<file path="src/rtl/hpu_if_fetch_ctrl_if.sv">
// ============================================================================
// hpu_if_fetch_ctrl_if : icache request/response and ibuf write bundle
// Revision: 1.0
// ============================================================================
`default_nettype none

interface hpu_if_fetch_ctrl_if;
  logic             ic_req_vld_o;
  logic [31:0]      ic_req_addr_o;
  logic             ic_req_rdy_i;
  logic             ic_rsp_vld_i;
  logic [63:0]      ic_rsp_data_i;
  logic             ibuf_afull_i;
  logic [1:0][31:0] ibuf_inst_o;
  logic [1:0][31:0] ibuf_pc_o;
  logic [1:0]       ibuf_inst_en_o;

  modport master (
    output ic_req_vld_o, ic_req_addr_o, ibuf_inst_o, ibuf_pc_o, ibuf_inst_en_o,
    input  ic_req_rdy_i, ic_rsp_vld_i, ic_rsp_data_i, ibuf_afull_i
  );

  modport slave (
    input  ic_req_vld_o, ic_req_addr_o, ibuf_inst_o, ibuf_pc_o, ibuf_inst_en_o,
    output ic_req_rdy_i, ic_rsp_vld_i, ic_rsp_data_i, ibuf_afull_i
  );
endinterface

`default_nettype wire

</file>
<file path="src/rtl/hpu_if_fetch_ctrl.sv">
// ============================================================================
// hpu_if_fetch_ctrl : fetch PC sequencing, icache request issue, redirect drain
// Revision: 1.0
// ============================================================================
`default_nettype none

module hpu_if_fetch_ctrl #(
  parameter logic [31:0] RESET_PC  = 32'h8000_0000,
  parameter int unsigned MAX_OUTST = 2
) (
  input  logic                       clk_i,
  input  logic                       rst_i,
  input  logic                       fetch_en_i,
  input  logic                       redirect_en_i,
  input  logic [31:0]                redirect_pc_i,
  hpu_if_fetch_ctrl_if.master        bus
);

  localparam int unsigned c_CNT_W = $clog2(MAX_OUTST + 1);
  localparam int unsigned c_PTR_W = (MAX_OUTST > 1) ? $clog2(MAX_OUTST) : 1;
  localparam logic [c_CNT_W-1:0] c_CNT_ONE  = c_CNT_W'(1);
  localparam logic [c_CNT_W-1:0] c_MAX_CNT  = c_CNT_W'(MAX_OUTST);
  localparam logic [c_PTR_W-1:0] c_PTR_ONE  = c_PTR_W'(1);
  localparam logic [c_PTR_W-1:0] c_LAST_PTR = c_PTR_W'(MAX_OUTST - 1);

  typedef enum logic [1:0] {
    ST_IDLE  = 2'd0,
    ST_FETCH = 2'd1,
    ST_DRAIN = 2'd2
  } state_t;

  state_t               r_state;
  state_t               w_state_nxt;
  logic [31:2]          r_fetch_pc;
  logic [c_CNT_W-1:0]   r_outst_cnt;
  logic [c_CNT_W-1:0]   r_drop_cnt;
  logic [c_CNT_W-1:0]   w_outst_nxt;
  logic [c_CNT_W-1:0]   w_drop_nxt;
  logic                 r_first;
  logic [31:3]          r_fifo_line [MAX_OUTST];
  logic [MAX_OUTST-1:0] r_fifo_odd;
  logic [c_PTR_W-1:0]   r_wr_ptr;
  logic [c_PTR_W-1:0]   r_rd_ptr;
  logic [1:0][31:0]     r_ibuf_inst;
  logic [1:0][31:0]     r_ibuf_pc;
  logic [1:0]           r_ibuf_en;
  logic                 w_req_vld;
  logic                 w_accept;
  logic                 w_rsp;
  logic                 w_fwd;
  logic                 w_unused;

  // Responses with nothing outstanding are illegal and simply ignored.
  assign w_rsp    = bus.ic_rsp_vld_i && (r_outst_cnt != '0);
  assign w_fwd    = w_rsp && !redirect_en_i && (r_drop_cnt == '0);
  assign w_accept = w_req_vld && bus.ic_req_rdy_i;
  assign w_unused = &{1'b0, redirect_pc_i[1:0]};

  always_comb begin
    w_req_vld   = 1'b0;
    w_outst_nxt = r_outst_cnt;
    w_drop_nxt  = r_drop_cnt;
    w_state_nxt = r_state;

    w_req_vld = (r_state == ST_FETCH) && fetch_en_i && !bus.ibuf_afull_i &&
                (r_outst_cnt < c_MAX_CNT) && !redirect_en_i && (r_drop_cnt == '0);

    if (w_req_vld && bus.ic_req_rdy_i && !w_rsp) begin
      w_outst_nxt = r_outst_cnt + c_CNT_ONE;
    end else if (!(w_req_vld && bus.ic_req_rdy_i) && w_rsp) begin
      w_outst_nxt = r_outst_cnt - c_CNT_ONE;
    end

    // Everything still in flight after a redirect belongs to the old stream.
    if (redirect_en_i) begin
      w_drop_nxt = w_outst_nxt;
    end else if (w_rsp && (r_drop_cnt != '0)) begin
      w_drop_nxt = r_drop_cnt - c_CNT_ONE;
    end

    case (r_state)
      ST_IDLE:  if (fetch_en_i) w_state_nxt = ST_FETCH;
      ST_FETCH: w_state_nxt = ST_FETCH;
      ST_DRAIN: if (r_drop_cnt == '0) w_state_nxt = ST_FETCH;
      default:  w_state_nxt = ST_IDLE;
    endcase

    if (redirect_en_i) begin
      w_state_nxt = (w_drop_nxt != '0) ? ST_DRAIN : ST_FETCH;
    end
  end

  always_ff @(posedge clk_i or negedge rst_i) begin
    if (!rst_i) begin
      r_state <= ST_IDLE;
    end else begin
      r_state <= w_state_nxt;
    end
  end

  always_ff @(posedge clk_i or negedge rst_i) begin
    if (!rst_i) begin
      r_fetch_pc  <= RESET_PC[31:2];
      r_outst_cnt <= '0;
      r_drop_cnt  <= '0;
      r_first     <= 1'b1;
      r_wr_ptr    <= '0;
      r_rd_ptr    <= '0;
      r_fifo_odd  <= '0;
      for (int i = 0; i < int'(MAX_OUTST); i++) begin
        r_fifo_line[i] <= '0;
      end
      r_ibuf_inst <= '0;
      r_ibuf_pc   <= '0;
      r_ibuf_en   <= 2'b00;
    end else begin
      r_outst_cnt <= w_outst_nxt;
      r_drop_cnt  <= w_drop_nxt;

      if (redirect_en_i) begin
        r_fetch_pc <= redirect_pc_i[31:2];
        r_first    <= 1'b1;
      end else if (w_accept) begin
        r_fetch_pc <= {r_fetch_pc[31:3] + 29'd1, 1'b0};
        r_first    <= 1'b0;
      end

      if (w_accept) begin
        r_fifo_line[r_wr_ptr] <= r_fetch_pc[31:3];
        r_fifo_odd[r_wr_ptr]  <= r_first && r_fetch_pc[2];
        r_wr_ptr <= (r_wr_ptr == c_LAST_PTR) ? '0 : r_wr_ptr + c_PTR_ONE;
      end

      // Dropped responses still retire their FIFO entry to keep it in order.
      if (w_rsp) begin
        r_rd_ptr <= (r_rd_ptr == c_LAST_PTR) ? '0 : r_rd_ptr + c_PTR_ONE;
      end

      if (w_fwd) begin
        r_ibuf_inst[0] <= bus.ic_rsp_data_i[31:0];
        r_ibuf_inst[1] <= bus.ic_rsp_data_i[63:32];
        r_ibuf_pc[0]   <= {r_fifo_line[r_rd_ptr], 3'b000};
        r_ibuf_pc[1]   <= {r_fifo_line[r_rd_ptr], 3'b100};
        r_ibuf_en      <= r_fifo_odd[r_rd_ptr] ? 2'b10 : 2'b11;
      end else begin
        r_ibuf_en      <= 2'b00;
      end
    end
  end

  assign bus.ic_req_vld_o   = w_req_vld;
  assign bus.ic_req_addr_o  = {r_fetch_pc[31:3], 3'b000};
  assign bus.ibuf_inst_o    = r_ibuf_inst;
  assign bus.ibuf_pc_o      = r_ibuf_pc;
  assign bus.ibuf_inst_en_o = r_ibuf_en;

  a_no_orphan_rsp : assert property (@(posedge clk_i) disable iff (!rst_i)
    !(bus.ic_rsp_vld_i && (r_outst_cnt == '0)));

endmodule

`default_nettype wire

</file>
<file path="src/flat_wrapper.sv">
// flat-port wrapper written by rule: the top's interface ports become plain ports
module hpu_if_fetch_ctrl_flat 
#(
  parameter logic [31:0] RESET_PC  = 32'h8000_0000,
  parameter int unsigned MAX_OUTST = 2
)
  (clk_i, rst_i, fetch_en_i, redirect_en_i, redirect_pc_i, bus_ic_req_vld_o, bus_ic_req_addr_o, bus_ibuf_inst_o, bus_ibuf_pc_o, bus_ibuf_inst_en_o, bus_ic_req_rdy_i, bus_ic_rsp_vld_i, bus_ic_rsp_data_i, bus_ibuf_afull_i);
  hpu_if_fetch_ctrl_if bus_i ();
  input  logic clk_i;
  input  logic rst_i;
  input  logic fetch_en_i;
  input  logic redirect_en_i;
  input  logic [31:0] redirect_pc_i;
  output wire logic [$bits(bus_i.ic_req_vld_o)-1:0] bus_ic_req_vld_o;
  output wire logic [$bits(bus_i.ic_req_addr_o)-1:0] bus_ic_req_addr_o;
  output wire logic [$bits(bus_i.ibuf_inst_o)-1:0] bus_ibuf_inst_o;
  output wire logic [$bits(bus_i.ibuf_pc_o)-1:0] bus_ibuf_pc_o;
  output wire logic [$bits(bus_i.ibuf_inst_en_o)-1:0] bus_ibuf_inst_en_o;
  input wire logic [$bits(bus_i.ic_req_rdy_i)-1:0] bus_ic_req_rdy_i;
  input wire logic [$bits(bus_i.ic_rsp_vld_i)-1:0] bus_ic_rsp_vld_i;
  input wire logic [$bits(bus_i.ic_rsp_data_i)-1:0] bus_ic_rsp_data_i;
  input wire logic [$bits(bus_i.ibuf_afull_i)-1:0] bus_ibuf_afull_i;
  assign bus_ic_req_vld_o = bus_i.ic_req_vld_o;
  assign bus_ic_req_addr_o = bus_i.ic_req_addr_o;
  assign bus_ibuf_inst_o = bus_i.ibuf_inst_o;
  assign bus_ibuf_pc_o = bus_i.ibuf_pc_o;
  assign bus_ibuf_inst_en_o = bus_i.ibuf_inst_en_o;
  assign bus_i.ic_req_rdy_i = bus_ic_req_rdy_i;
  assign bus_i.ic_rsp_vld_i = bus_ic_rsp_vld_i;
  assign bus_i.ic_rsp_data_i = bus_ic_rsp_data_i;
  assign bus_i.ibuf_afull_i = bus_ibuf_afull_i;
  hpu_if_fetch_ctrl #(.RESET_PC(RESET_PC), .MAX_OUTST(MAX_OUTST)) u_core (.clk_i(clk_i), .rst_i(rst_i), .fetch_en_i(fetch_en_i), .redirect_en_i(redirect_en_i), .redirect_pc_i(redirect_pc_i), .bus(bus_i));
endmodule
</file>
<file path="config.mk">
export PLATFORM = sky130hd
export DESIGN_NAME = hpu_if_fetch_ctrl_flat
export DESIGN_NICKNAME = d
export VERILOG_FILES = /design/src/rtl/hpu_if_fetch_ctrl_if.sv /design/src/rtl/hpu_if_fetch_ctrl.sv /design/src/flat_wrapper.sv
export SDC_FILE = /design/constraint.sdc
export NUM_CORES = 1
export LEC_CHECK = 0
export ABC_AREA = 0
export ABC_CLOCK_PERIOD_IN_PS = 3100
export CORE_MARGIN = 4
export CORE_UTILIZATION = 36
export DETAILED_ROUTE_END_ITERATION = 16
export DONT_BUFFER_PORTS = 1
export GPL_ROUTABILITY_DRIVEN = 0
export PLACE_DENSITY = 0.51
export SLEW_MARGIN = 20
export SYNTH_ARGS = -nofsm -noshare
export SYNTH_HDL_FRONTEND = slang
export SYNTH_SLANG_ARGS = --single-unit
</file>
<file path="constraint.sdc">
create_clock -name clk_i -period 3.1 [get_ports clk_i]
set_clock_uncertainty 0.15 [all_clocks]
set_input_delay 0.31 -clock clk_i [delete_from_list [all_inputs] [get_ports clk_i]]
set_output_delay 0.31 -clock clk_i [all_outputs]
set_load 0.05 [all_outputs]
</file>
# Yosys cells after proc, flatten, opt, wreduce, memory -nomap -nowiden
# Cells that the tools add are included.
word_totals:
  ff_bits: 224
  inputBits: 103
op_classes:
  add_sub_neg: 6
  magnitude_cmp: 7
  n_eq_ne: 4
  n_mux: 28
  n_bitwise: 2
  n_reduce_logical: 26
op_table:
  columns: ["operator", "count"]
  rows:
  - ["2-to-1 mux 29 bit", 4]
  - ["2-to-1 mux 30 bit", 2]
  - ["bitwise mux 58 bit", 1]
  - ["adder 29 x 1 -> 29 bit, second input constant", 1]
  - ["demux 29 bit (select 1 bit)", 1]
  - ["2-to-1 mux 2 bit", 9]
  - ["logical AND 1 bit", 15]
  - ["2-to-1 mux 1 bit", 8]
  - ["nonzero test 2 bit", 4]
  - ["case mux 2 bit (3 select lines)", 1]
  - ["greater-or-equal comparator 2 bit, second input constant", 2]
  - ["logical NOT 1 bit", 4]
  - ["logical NOT 2 bit", 2]
  - ["less-than comparator 1 x 2 -> 1 bit, second input constant", 2]
  - ["NOT 1 -> 2 bit", 2]
  - ["subtractor 2 x 1 -> 2 bit, second input constant", 2]
  - ["!= test 3 x 2 -> 1 bit, second input constant", 1]
  - ["!= test 3 bit, second input constant", 1]
  - ["adder 1 bit, second input constant", 2]
  - ["adder 2 x 1 -> 2 bit, second input constant", 1]
  - ["bitwise mux 2 bit", 1]
  - ["== test 2 x 1 -> 1 bit, second input constant", 1]
  - ["== test 2 bit, second input constant", 1]
  - ["less-than comparator 2 x 1 -> 1 bit, second input constant", 1]
  - ["4 further kinds", 4]

# Longest topological paths before layout
depth:
  depth_word: 15
  depth_mapped: 9

# Worst setup path after synthesis
# No wires, ideal clock.
synth_timing:
  path_type: "register to register"
  from: "register u_core.r_drop_cnt[0]"
  to: "register u_core.r_fifo_line[28] in the netlist's numbering"
  setup_time_ns: 0.128
  arrival_ns: 1.906
  t_required_ns: 2.822
  setup_slack_ns: 0.917
  path_stages_with_launch: 8
  n_path_buf: 2
  period_less_slack_ns: 2.183
  path_cell_list: "dfrtp_1 > inv_1 > ha_1 > and4bb_2 > buf_2 > nand4_1 > buf_2 > mux2_1"
synth_between:
  elab_chain_len: 3
synth_rtl:
  columns: ["item", "line_no", "text"]
  rows:
  - ["start: declaration", "hpu_if_fetch_ctrl.sv:36", "logic [c_CNT_W-1:0] r_drop_cnt;"]
  - ["start signal: assignment", "hpu_if_fetch_ctrl.sv:118", "r_drop_cnt <= w_drop_nxt;"]
  - ["logical NOT 2 bit", "hpu_if_fetch_ctrl.sv:66", "(r_outst_cnt < c_MAX_CNT) && !redirect_en_i && (r_drop_cnt == '0);"]
  - ["logical AND 1 bit", "hpu_if_fetch_ctrl.sv:66", null]
  - ["logical AND 1 bit", "hpu_if_fetch_ctrl.sv:56", "assign w_accept = w_req_vld && bus.ic_req_rdy_i;"]
  - ["end signal: indexed assignment", "hpu_if_fetch_ctrl.sv:129", "r_fifo_line[r_wr_ptr] <= r_fetch_pc[31:3];"]
  - ["end: declaration", "hpu_if_fetch_ctrl.sv:40", "logic [31:3] r_fifo_line [MAX_OUTST];"]
# Every way passes these cells.
# A chain may end at the register's enable or synchronous reset.

# Worst setup path after layout
layout_timing:
  from: "register u_core.r_drop_cnt[0]"
  to: "register u_core.r_fetch_pc[14] in the netlist's numbering"
layout_between:
  elab_chain_len: 4
layout_rtl:
  columns: ["item", "line_no", "text"]
  rows:
  - ["logical NOT 2 bit", "hpu_if_fetch_ctrl.sv:66", null]
  - ["logical AND 1 bit", "hpu_if_fetch_ctrl.sv:66", null]
  - ["logical AND 1 bit", "hpu_if_fetch_ctrl.sv:56", null]
  - ["nonzero test 2 bit (no source line)", null, null]
  - ["end signal: assignment", "hpu_if_fetch_ctrl.sv:103", "r_fetch_pc <= RESET_PC[31:2];"]
  - ["end signal: assignment", "hpu_if_fetch_ctrl.sv:121", "r_fetch_pc <= redirect_pc_i[31:2];"]
  - ["end signal: assignment", "hpu_if_fetch_ctrl.sv:124", "r_fetch_pc <= {r_fetch_pc[31:3] + 29'd1, 1'b0};"]
  - ["end: declaration", "hpu_if_fetch_ctrl.sv:34", "logic [31:2] r_fetch_pc;"]
# Every way passes these cells.

==> results.md <==
- Status: complete, but fails checks
- Failing checks: negative hold slack
- Cells after Synth: 748
- Met2 usage: 27.62%
- Hold Vio Cnt, Final: 195
- Wire length per cell: 20.15 um
- Global-route wire length before repair: about 35000 um
- Reg2reg end: u_core.r_fetch_pc[14]
- WP data required: 3.32 ns
- Final core occ: 43.32%
- Synthesis-to-finish area growth: 18.57%
- Worst reg2reg path depth: 8
- RSZ-0062 raised after global routing: false
- Max Cap Viol: 0
- Largest area contributor in the netlist: dfrtp_1
- WS Path Type: reg -> reg
- Post-synth EDFFs: 0
- Sink Count: ~200
- Pleak: 4.641 nW
- Hold_buf cts: 94
- CP Launch Type: flip-flop
- FF-to-FF Start: u_core.r_drop_cnt[0]
- FF-to-FF setup slack: between 0.15 and 0.2 ns
- Die height: ~170 um
- PostCTS Resize Cnt: 0
- Fmax achieved: 0.3395 GHz
- Clk slew on worst S/H paths: 0.08 ns
- Starting Density: 36.53%
- Via count of the first global-routing pass: about 6000
- Final setup viols: 0
- CTS root buf: clkbuf_16
- Worst-Skew Late Latency: 0.43 ns
- Final slew viol count: 0
- CP endpoint kind: flip-flop
- Initial antenna violation count: 3
- DP Area: 0.008967 sq mm
- Die footprint: 0.02726 sq mm
- Num CTS Buffers: 17
- GRT Overall Usage: between 10% and 20%
- Die X: 165.1 um
- Yosys warning total: 0
- Number of remaining DRC errors: 0
- Synth area leaders: dfrtp_1 (54%), mux2_2 (14%), buf_4 (5.6%)
- Total Wirelength: 22970 um
- Synthesized area per cell: 11.88 sq um
- GR Util met3: a little over 5%
- Post-CTS Setup Inserts: 0
- Finished Cell Area: 0.01054 sq mm
- Worst Hold Class: in -> async
- Total congestion overflow: 0
- IO Count: ~270
- Primary FF master, synth: dfrtp_1
- DRT iter0 DRCs: about 240
- TritonRoute pass-1 iters: 5
- Nets: between 900 and 1000
- # port buffers: 0
- CORE AREA: ~0.024 sq mm
- Crit path arrival time: about 3.2 ns
- CTS Buffer Depth: 2
- Post-synthesis register bit count: a little under 200
- PwrDens: 1054 mW/mm^2
- Peak supply drop: 530.6 uV
- Register area share after synthesis: 54.95%
- Top-area cell type share of the netlist area: 54.36%
- Post-synthesis async set-or-reset flop share: 100.0%
- H-Tree Depth: 4
- Syn Std Cell Area: 0.008885 sq mm
- DR vias: 5925
- Post-DP HPWL: ~15000 um
- Largest net degree at the start of global routing: between 150 and 200
- Fin crit share: 95.01%
- Tightest Pin Transition: 1.042 ns
- Post-route minimum period: 2.945 ns
- Cell variety after synth: 59
- Setup TNS: 0 ns
- Final Power: 0.01111 W
- Vias per cell: between 5 and 6
- Critical path peak fanout: 11
- CTS tree: built
- Antenna Nets Post-Route: 0
- Share of cells above drive strength 1: 24.48%
- GRT busiest layer: met2
- Met1 Use GR: just over 20%
- Number of fillers in the final layout: 2241
- Relative slew slack: 30.54%
- Hold Slack: -0.5805 ns
- Row count: between 50 and 60
==> cell usage in the layout (no fill, tap or decap), drive strengths merged, types with 3 or more instances in the layout <==
| cell | n |
|---|---|
| a22oi | 6 |
| clkbuf | 19 |
| clkinv | 4 |
| or4 | 14 |
| or4b | 3 |
| nand4 | 11 |
| inv | 17 |
| ha | 3 |
| and3 | 4 |
| and2 | 5 |
| mux2i | 31 |
| o211ai | 7 |
| a21o | 3 |
| o41ai | 3 |
| buf | 41 |
| a21oi | 35 |
| nor2 | 38 |
| nor3 | 10 |
| a31oi | 5 |
| o31ai | 5 |
| or3 | 4 |
| nor4 | 3 |
| nand3 | 19 |
| diode | 3 |
| mux2 | 116 |
| conb | 8 |
| xnor2 | 6 |
| nand2 | 45 |
| nand2b | 4 |
| dfrtp | 193 |
| dlygate4sd3 | 93 |
| o21ai | 24 |
| o31a | 3 |
==> cells in the mapped netlist, types with 5 or more instances <==
| master | count |
|---|---|
| inv_1 | 10 |
| a31oi_1 | 5 |
| o21ai_0 | 23 |
| and2_1 | 5 |
| nor3_1 | 10 |
| o211ai_1 | 7 |
| dfrtp_1 | 193 |
| nand3_1 | 18 |
| clkbuf_1 | 19 |
| a21oi_1 | 35 |
| nand2_1 | 45 |
| nand4_1 | 11 |
| xnor2_1 | 6 |
| buf_4 | 66 |
| o31ai_1 | 5 |
| mux2_2 | 112 |
| mux2i_1 | 31 |
| buf_2 | 16 |
| a22oi_1 | 6 |
| or4_1 | 13 |
| nor2_1 | 38 |
| buf_1 | 6 |
==> worst max-delay path, cell delays in order (launching register included) <==
cell and delay, ns:
dfrtp_1 0.33, inv_1 0.06, ha_1 0.26, and4bb_2 0.34, a21oi_1 0.69, buf_4 0.30
a31o_2 0.11, a21o_1 0.10, dlygate4sd3_1 0.54
==> registers in the layout, indices dropped and copies added, names as in the netlist <==
register and count:
u_core.bus.ibuf_inst_o 64, u_core.r_fifo_line 58, u_core.bus.ibuf_pc_o 30, u_core.r_fetch_pc 30, u_core.bus.ibuf_inst_en_o 2, u_core.r_drop_cnt 2, u_core.r_fifo_odd 2, u_core.r_outst_cnt 2
u_core.r_state 2, u_core.r_first 1, u_core.r_rd_ptr 1, u_core.r_wr_ptr 1
==> layout make-up <==
type | count | area (sq um) | area share [%]
multi-input cells | 442 | 3316 | 31.47
repair buffers | 134 | 1276 | 12.11
inverters | 10 | 37.54 | 0.3563
clock buffers | 19 | 442.9 | 4.204
flip-flops and latches | 195 | 4883 | 46.35
clock inverters | 13 | 166.4 | 1.580
diodes | 3 | 7.507 | 0.07126
well taps | 324 | 405.4 | 3.848
==> report_power, final <==
group	leakage, nW	switching [W]	total [W]	internal (W)
Combinational	1.89	0.000865	0.00186	0.000997
Sequential	2.45	0.00366	0.00698	0.00332
Clock	0.295	0.00108	0.00226	0.00118
==> cell families (layout without fill, tap and decap cells) <==
logic type,Yosys count,after routing,share of synthesized area [%]
flops,195,195,54.95
buf+inv,118,176,8.083
fa+ha+maj,3,3,0.4225
xor+xnor,7,7,0.6901
simple gates,172,172,10.20
compound gates,105,105,7.422
mux,147,147,18.19
other cells,1,11,0.04221
==> metrics by stage <==
step                      instances  worst slack [ns]  hold WS, ns
after global routing           1140           0.07088      -0.6160
after detailed placement       1011            0.6136      -0.1244
final                          1140            0.1546      -0.5805
after floorplan                 755            0.9169      -0.1356
after CTS                      1137            0.1983      -0.6007
after global placement         1011            0.6420      -0.1243
==> worst max path at each step <==
| stage | startpoint | cells after the start | endpoint | slack, ns |
|---|---|---|---|---|
| global route | u_core.r_drop_cnt[1] | 8 | u_core.r_fetch_pc[14] | 0.07 |
| global placement | u_core.r_drop_cnt[0] | 6 | u_core.r_fetch_pc[28] | 0.64 |
| finish | u_core.r_drop_cnt[0] | 8 | u_core.r_fetch_pc[14] | 0.15 |
| floorplan | u_core.r_drop_cnt[0] | 7 | u_core.r_fifo_line[28] | 0.92 |
| detailed placement | u_core.r_drop_cnt[0] | 6 | u_core.r_fetch_pc[28] | 0.61 |
| CTS | u_core.r_drop_cnt[0] | 8 | u_core.r_fetch_pc[14] | 0.20 |
==> routing by layer <==
metal  share of wire, %  wire length (um)
met4                1.4               318
met2                 48             10930
met3                9.5              2179
met1                 42              9541
met5                  0                 0
(Power assumes the default switching activity.)
